**src/rtl/emif_rd_arbiter.sv**
```systemverilog
// Two-requester AXI read-path arbiter in front of the EMIF slave port.
// AR requests are granted round-robin into a single registered AR slot,
// tagged with the requester index in ARID[6]; R beats are steered back by
// RID[6]. Per-requester outstanding-burst counters throttle AR acceptance
// and flag responses that arrive for a requester with nothing outstanding.
module emif_rd_arbiter #(
  parameter  int unsigned ADDR_W    = 33,
  parameter  int unsigned MAX_OUTST = 16,
  localparam int unsigned AR_W      = ADDR_W + 25,
  localparam int unsigned R_W       = 323
) (
  input  logic            axi_clk,
  input  logic            axi_reset_n,

  input  logic            s0_arvalid,
  output logic            s0_arready,
  input  logic [5:0]      s0_arid,
  input  logic [AR_W-1:0] s0_ar,
  output logic            s0_rvalid,
  input  logic            s0_rready,
  output logic [5:0]      s0_rid,
  output logic [R_W-1:0]  s0_r,

  input  logic            s1_arvalid,
  output logic            s1_arready,
  input  logic [5:0]      s1_arid,
  input  logic [AR_W-1:0] s1_ar,
  output logic            s1_rvalid,
  input  logic            s1_rready,
  output logic [5:0]      s1_rid,
  output logic [R_W-1:0]  s1_r,

  output logic            m_arvalid,
  input  logic            m_arready,
  output logic [6:0]      m_arid,
  output logic [AR_W-1:0] m_ar,
  input  logic            m_rvalid,
  output logic            m_rready,
  input  logic [6:0]      m_rid,
  input  logic [R_W-1:0]  m_r,

  output logic            rsp_err,
  output logic [7:0]      outst0,
  output logic [7:0]      outst1
);

  localparam logic [7:0] MAX_CNT = 8'(MAX_OUTST);
  localparam int unsigned RLAST_BIT = 258;

  typedef enum logic {
    FAV_S0 = 1'b0,
    FAV_S1 = 1'b1
  } fav_e;

  fav_e rr_fav;

  logic elig0, elig1;
  logic gnt0, gnt1;
  logic slot_free;
  logic acc0, acc1;
  logic r_sel;
  logic rlast_hs;
  logic dec0, dec1;
  logic err0, err1;

  // Eligibility, round-robin grant and AR handshakes
  always_comb begin
    elig0      = s0_arvalid && (outst0 < MAX_CNT);
    elig1      = s1_arvalid && (outst1 < MAX_CNT);
    gnt0       = elig0 && (!elig1 || (rr_fav == FAV_S0));
    gnt1       = elig1 && (!elig0 || (rr_fav == FAV_S1));
    slot_free  = !m_arvalid || m_arready;
    s0_arready = slot_free && gnt0;
    s1_arready = slot_free && gnt1;
    acc0       = s0_arvalid && s0_arready;
    acc1       = s1_arvalid && s1_arready;
  end

  // R channel steering by RID[6] and last-beat bookkeeping
  always_comb begin
    r_sel     = m_rid[6];
    s0_rvalid = m_rvalid && !r_sel;
    s1_rvalid = m_rvalid && r_sel;
    s0_rid    = m_rid[5:0];
    s1_rid    = m_rid[5:0];
    s0_r      = m_r;
    s1_r      = m_r;
    m_rready  = r_sel ? s1_rready : s0_rready;
    rlast_hs  = m_rvalid && m_rready && m_r[RLAST_BIT];
    dec0      = rlast_hs && !r_sel && (outst0 != '0);
    dec1      = rlast_hs && r_sel && (outst1 != '0);
    err0      = rlast_hs && !r_sel && (outst0 == '0);
    err1      = rlast_hs && r_sel && (outst1 == '0);
  end

  // AR holding register: load on accept, drop valid when drained, else hold
  always_ff @(posedge axi_clk or negedge axi_reset_n) begin
    if (!axi_reset_n) begin
      m_arvalid <= 1'b0;
      m_arid    <= '0;
      m_ar      <= '0;
    end else if (acc0) begin
      m_arvalid <= 1'b1;
      m_arid    <= {1'b0, s0_arid};
      m_ar      <= s0_ar;
    end else if (acc1) begin
      m_arvalid <= 1'b1;
      m_arid    <= {1'b1, s1_arid};
      m_ar      <= s1_ar;
    end else if (m_arready) begin
      m_arvalid <= 1'b0;
    end
  end

  // Round-robin pointer flips to the requester that did not just win
  always_ff @(posedge axi_clk or negedge axi_reset_n) begin
    if (!axi_reset_n) begin
      rr_fav <= FAV_S0;
    end else if (acc0) begin
      rr_fav <= FAV_S1;
    end else if (acc1) begin
      rr_fav <= FAV_S0;
    end
  end

  // Outstanding-burst counters; simultaneous accept and last beat cancel out
  always_ff @(posedge axi_clk or negedge axi_reset_n) begin
    if (!axi_reset_n) begin
      outst0 <= '0;
      outst1 <= '0;
    end else begin
      if (acc0 && !dec0) begin
        outst0 <= outst0 + 8'd1;
      end else if (!acc0 && dec0) begin
        outst0 <= outst0 - 8'd1;
      end
      if (acc1 && !dec1) begin
        outst1 <= outst1 + 8'd1;
      end else if (!acc1 && dec1) begin
        outst1 <= outst1 - 8'd1;
      end
    end
  end

  // Sticky flag for a last beat arriving with no burst outstanding
  always_ff @(posedge axi_clk or negedge axi_reset_n) begin
    if (!axi_reset_n) begin
      rsp_err <= 1'b0;
    end else if (err0 || err1) begin
      rsp_err <= 1'b1;
    end
  end

endmodule

```
**config.mk**
```make
export PLATFORM = sky130hd
export DESIGN_NAME = emif_rd_arbiter
export DESIGN_NICKNAME = d
export VERILOG_FILES = /design/src/rtl/emif_rd_arbiter.sv
export SDC_FILE = /design/constraint.sdc
export NUM_CORES = 1
export LEC_CHECK = 0
export BUFFER_PORTS_ARGS = -buffer_cell sky130_fd_sc_hd__buf_2
export CAP_MARGIN = 20
export CORE_AREA = 2 2 479 481
export DETAILED_ROUTE_END_ITERATION = 7
export DIE_AREA = 0 0 481 483
export HOLD_SLACK_MARGIN = 0.08
export SYNTH_ARGS = -nofsm -noshare
export SYNTH_HDL_FRONTEND = slang
export SYNTH_SLANG_ARGS = --single-unit
```
**constraint.sdc**
```tcl
create_clock -name axi_clk -period 3.4 [get_ports axi_clk]
set_input_delay 0.17 -clock axi_clk [delete_from_list [all_inputs] [get_ports axi_clk]]
set_output_delay 0.17 -clock axi_clk [all_outputs]
set_load 0.01 [all_outputs]
```
### Yosys cells after proc, flatten, opt, wreduce, memory -nomap -nowiden

Cells that the tools add are included.

* register bits: 84
* output and inout port bits: 746

* add/sub/neg operators: 4
* order comparisons: 2
* muxes and demuxes: 14
* bitwise operators: 1
* reductions and logical operators: 42

Operators by type and width (number)
* $mux 58: 2
* $mux 8: 4
* $logic_and 1x1->1: 22
* $add 8x1->8 const B: 2
* $logic_not 8->1: 2
* $lt 8x5->1 const B: 2
* $reduce_bool 8->1: 2
* $sub 8x1->8 const B: 2
* $mux 7: 2
* $logic_not 1->1: 8
* $mux 1: 6
* $reduce_bool 2->1: 3
* $logic_or 1x1->1: 4
* $reduce_bool 3->1: 1
* $not 1->1: 1

### Longest topological paths before layout

* depth in word-level cells: 11
* depth in mapped cells: 12

### Least setup slack after synthesis

Ideal clock, no wire load.

* path type: register to register
* from: reg outst0[7]
* to: reg outst0[4]
* library setup time: 0.125 ns
* arrival: 2.972 ns
* data required time: 3.275 ns
* path slack: 0.303 ns
* cell stages (with the launch flop): 12
* period minus slack after synthesis: 3.097 ns
* path through: dfrtp_1 -> nor4_4 -> nand3_1 -> nor2_4 -> buf_6 -> ha_1 -> inv_1 -> fa_1 -> a21o_1 -> a21o_1 -> xor2_1 -> mux2_2

* word-level cells in the longest chain between the ends: 8

RTL lines
* from (decl): line 43 `output logic [7:0] outst0,`
* from (signal assigned): line 133 `outst0 <= outst0 + 8'd1;`
* from (signal assigned): line 135 `outst0 <= outst0 - 8'd1;`
* $lt 8x5->1 *: line 68 `elig0 = s0_arvalid && (outst0 < MAX_CNT);`
* $logic_and 1x1->1 *: line 68
* $logic_and 1x1->1 *: line 70 `gnt0 = elig0 && (!elig1 || (rr_fav == FAV_S0));`
* $logic_and 1x1->1 *: line 73 `s0_arready = slot_free && gnt0;`
* $logic_and 1x1->1 *: line 75 `acc0 = s0_arvalid && s0_arready;`
* named net acc0: line 60 `logic acc0, acc1;`
* $logic_not 1->1: line 134 `end else if (!acc0 && dec0) begin`
* $logic_and 1x1->1: line 134
* $reduce_bool 2->1 (no line)

Mark *: on every way through the listed nets, which the timed path passes. The rest lies on a longest branch.
A chain may end at the register's enable or synchronous reset.

### Worst setup path after layout

* from: reg outst1[7]
* to: reg outst0[5]

* word-level cells in the longest chain between the ends: 10

RTL lines
* from (decl): line 44 `output logic [7:0] outst1`
* from (signal assigned): line 138 `outst1 <= outst1 + 8'd1;`
* from (signal assigned): line 140 `outst1 <= outst1 - 8'd1;`
* $lt 8x5->1 *: line 69 `elig1 = s1_arvalid && (outst1 < MAX_CNT);`
* $logic_and 1x1->1 *: line 69
* $logic_not 1->1 *: line 70
* $logic_or 1x1->1 *: line 70
* $logic_and 1x1->1 *: line 70
* $logic_and 1x1->1 *: line 73
* $logic_and 1x1->1 *: line 75
* $logic_not 1->1: line 134
* $logic_and 1x1->1: line 134
* $reduce_bool 2->1 (no line)

Every way passes the cells marked *; elsewhere a longest branch is shown, timed or not.

==> summary.txt <==
Synthesis
  • Number of synthesized flops with an enable pin: 0
  • Cell with the most instances after synthesis: buf_4
  • Post-Syn Nets: 1,528
  • Synth Flop Type: dfrtp_1
  • Largest cells by area after synthesis: buf_4 53%, dfrtp_1 22%, a221o_1 6.5%
  • Seq cells post-synth: 84
  • Synthesized instance count: 1,046
  • Sequential cell area fraction in the yosys report: 0.223
  • Synth top area share: 0.526
  • Syn_area_per_cell: between 8 and 9 um^2
  • Mapped Area: around 9400 um^2
  • Async SR Flop Fraction: 1.00
  • Post-synth top cells: 659 x buf_4, 84 x dfrtp_1, 63 x nor3b_1, 61 x a221o_1, 15 x nand2_1
  • Yosys warns: 0
  • Cell variety after synth: 46
  • Post-synth top area cell: buf_4

Setup path
  • CP max stage delay: 0.48 ns
  • Worst-path fanout max: 8
  • WP data required: 3.72 ns
  • Critical path's slowest cell: nor4_4
  • Critical path class: flip-flop to flip-flop
  • Crit-path cells: nor4_4, and3_4, nor2_4, ha_1, inv_1, ha_1, a211oi_1, o21bai_1, o21a_1, o31ai_1
  • Critical Path Sink Type: flip-flop
  • Critical path's most frequent cell: ha_1
  • FF-to-FF path depth: 10
  • Reg-to-reg slack, setup: roughly 0.23 ns
  • CP arrival: 3.49 ns
  • Crit start category: flip-flop

Die
  • Die W: between 400 and 500 um
  • Die area: ~230,000 um^2
  • Initial Util: 0.0415
  • Die height: 483 um
  • I/O pins: ~1,200
  • Num rows: approximately 180
  • Core footprint: ~230,000 um^2

Power and ir drop
  • Sw frac: 0.458
  • Int Pwr: 3.45 mW
  • Flop pwr share: 0.299
  • Peak VDD IR: 0.000272 V
  • Gate power share: 0.518
  • Leakage: between 3 and 4 nW
  • Switching power: around 3 mW
  • Power Density: ~610 nW/um^2
  • Clock network power share: 0.183

Status
  • Status: completed

Global routing
  • Met2 Use GR: 0.157
  • Number of global-route vias before repair: around 6,300
  • Total global routing overflow: 0
  • First-pass GRT wire length: around 150 mm
  • Met3 Use GR: 0.204
  • Initial antenna violation count: 68
  • Gr usage total: 0.109
  • Largest net degree at the start of global routing: 85
  • Grt met1 use: 0.0404
  • Top Usage Layer GRT: met3

STA
  • Maximum clock frequency: between 0.3 and 0.4 GHz
  • Hold Vio Cnt, Final: 0
  • Actual slew at the worst max-slew pin: ~1.0 ns
  • Clock skew: between 0.03 and 0.04 ns
  • Max Slew Vio Count: 0
  • RSZ-0062 raised after global routing: false
  • Tmin final: about 3.2 ns
  • Rel. slew slack: 0.301
  • Final worst path period share: 0.931
  • Final setup vio count: 0
  • TNS Setup: 0 ns
  • Final setup margin: approximately 0.23 ns

Placement
  • Post-DP HPWL: between 100 and 150 mm
  • Port-buffer cells: ~230
  • Pre-CTS WS: about 0.26 ns
  • Gpl congestion: a little over 0.8

Clock network
  • CTS buffer count: 9
  • Clock insertion delay at the later pin of the skew report: ~0.42 ns
  • CTS root buf: clkbuf_16
  • H-tree Lvls: 3
  • Maximum buffer depth of the clock tree: 2
  • CTS tree: built
  • Worst-path clk slew: 0.10 ns
  • Clk sinks: 84
  • Post-CTS Setup Inserts: 0

Layout
  • Area Overhead vs Synth: 10.1%
  • Net count, final: 1,162
  • Fill cells: approximately 27,000
  • Finished Core Util: 0.0457
  • Layout cell share with drive strength beyond 1: 0.399
  • FF/Latch Area: roughly 2100 um^2
  • Multi-input gate area: approximately 2200 um^2

Worst hold path
  • Hold depth: 3
  • Hold Crit Class: input pin to flip-flop

Drt
  • Final wirelength: 132 mm
  • Total number of vias: roughly 6,700
  • DR iter-0 viols: about 580
  • DR WL/cell: between 30 and 40 um
  • # DRC: 0
  • Detail-routed via count per cell: roughly 1.8
  • First-pass iteration count of the detailed router: 5
  • Antenna-violating nets left: 0

Flow run
  • Maxcap violations: 0
-- final cells by class --
class / instances / share of cell area
clock buffer: 9 / 0.0217
inverter: 6 / 0.00217
timing repair buffer: 309 / 0.186
tap: 3009 / 0.363
clock inverter: 7 / 0.00736
multi-input combinational: 270 / 0.213
antenna: 16 / 0.00386
sequential: 84 / 0.203
-- cell usage in the layout (no fill, tap or decap), types with 5 or more instances in the layout --
cell	netlist	layout
inv_1	6	6
buf_2	13	226
o21ai_0	10	10
ha_1	14	14
nor2_1	7	7
nand2_1	15	15
nor3b_1	63	63
a21o_1	6	6
buf_4	659	14
a21oi_1	5	5
nand3_1	7	6
o21a_1	6	6
dfrtp_1	84	84
diode_2	0	16
a211oi_1	10	9
o31ai_1	5	5
a221o_1	61	61
clkbuf_16	0	9
dlygate4sd3_1	0	68
nor3_1	6	6
-- what timing repair did --
| item | in CTS | in global routing |
|---|---|---|
| hold buffers | 68 | 0 |
| resized for setup | 0 | 2 |
| hold endpoints to repair | 149 | 0 |
| endpoints found under the setup margin | 0 | 2 |
-- state kept, by name, summed over array words and instances (netlist names) --
register   count
m_ar          58
outst0         8
outst1         8
m_arid         7
m_arvalid      1
rr_fav         1
rsp_err        1
-- cells by family after synthesis --
kind of cell    count (synthesis)  share of synthesized area
buf+inv                       692                      0.545
simple gates                  125                     0.0901
compound gates                119                      0.108
flops                          84                      0.223
fa+ha+maj                      16                     0.0229
xor+xnor                        6                    0.00558
mux                             4                    0.00478
-- power groups by stage --
stage / Combinational (mW) / Sequential [mW] / Clock (mW)
after floorplan: 2.53 / 2.04 / 0
final: 3.30 / 1.90 / 1.17
after global placement: 3.15 / 1.86 / 0
after CTS: 3.32 / 1.88 / 1.24
after detailed placement: 3.22 / 1.90 / 0
after global routing: 3.57 / 1.96 / 1.24
-- worst paths after layout --
check / start / endpoint
max reg2reg: outst1[7] / outst0[5]
min: s1_arid[5] / m_arid[5]
min reg2reg: m_ar[42] / m_ar[42]
max: outst1[7] / outst0[5]
min in group asynchronous: axi_reset_n / m_arid[5]
max in group asynchronous: axi_reset_n / m_ar[31]
-- layer usage --
| metal | share of wire | routed length (um) | vias up |
|---|---|---|---|
| met3 | 0.40 | 52300 | 413 |
| met5 | 0.0063 | 836 | - |
| met1 | 0.13 | 17600 | 2765 |
| li1 | - | - | 2159 |
| met4 | 0.058 | 7690 | 72 |
| met2 | 0.41 | 53800 | 1258 |
-- worst max-delay path, delay by kind of cell (launching register included) --
family | cells | cell delay, ns
buf+inv | 1 | 0.26
fa+ha+maj | 2 | 0.55
compound gates | 4 | 1.01
flops | 1 | 0.47
simple gates | 3 | 0.81
-- metrics by stage --
stage          std cells  total power, mW  hold WS, ns  instance area (um^2)
2_1_floorplan       1046             4.58       -0.126                  9410
3_3_place_gp        3610             5.01        0.309                  9330
3_5_place_dp        3610             5.12        0.320                  9330
4_1_cts             3694             6.44       0.0968                 10300
5_1_grt             3702             6.77        0.126                 10300
6_report            3710             6.36        0.142                 10400
(Power assumes the default switching activity.)
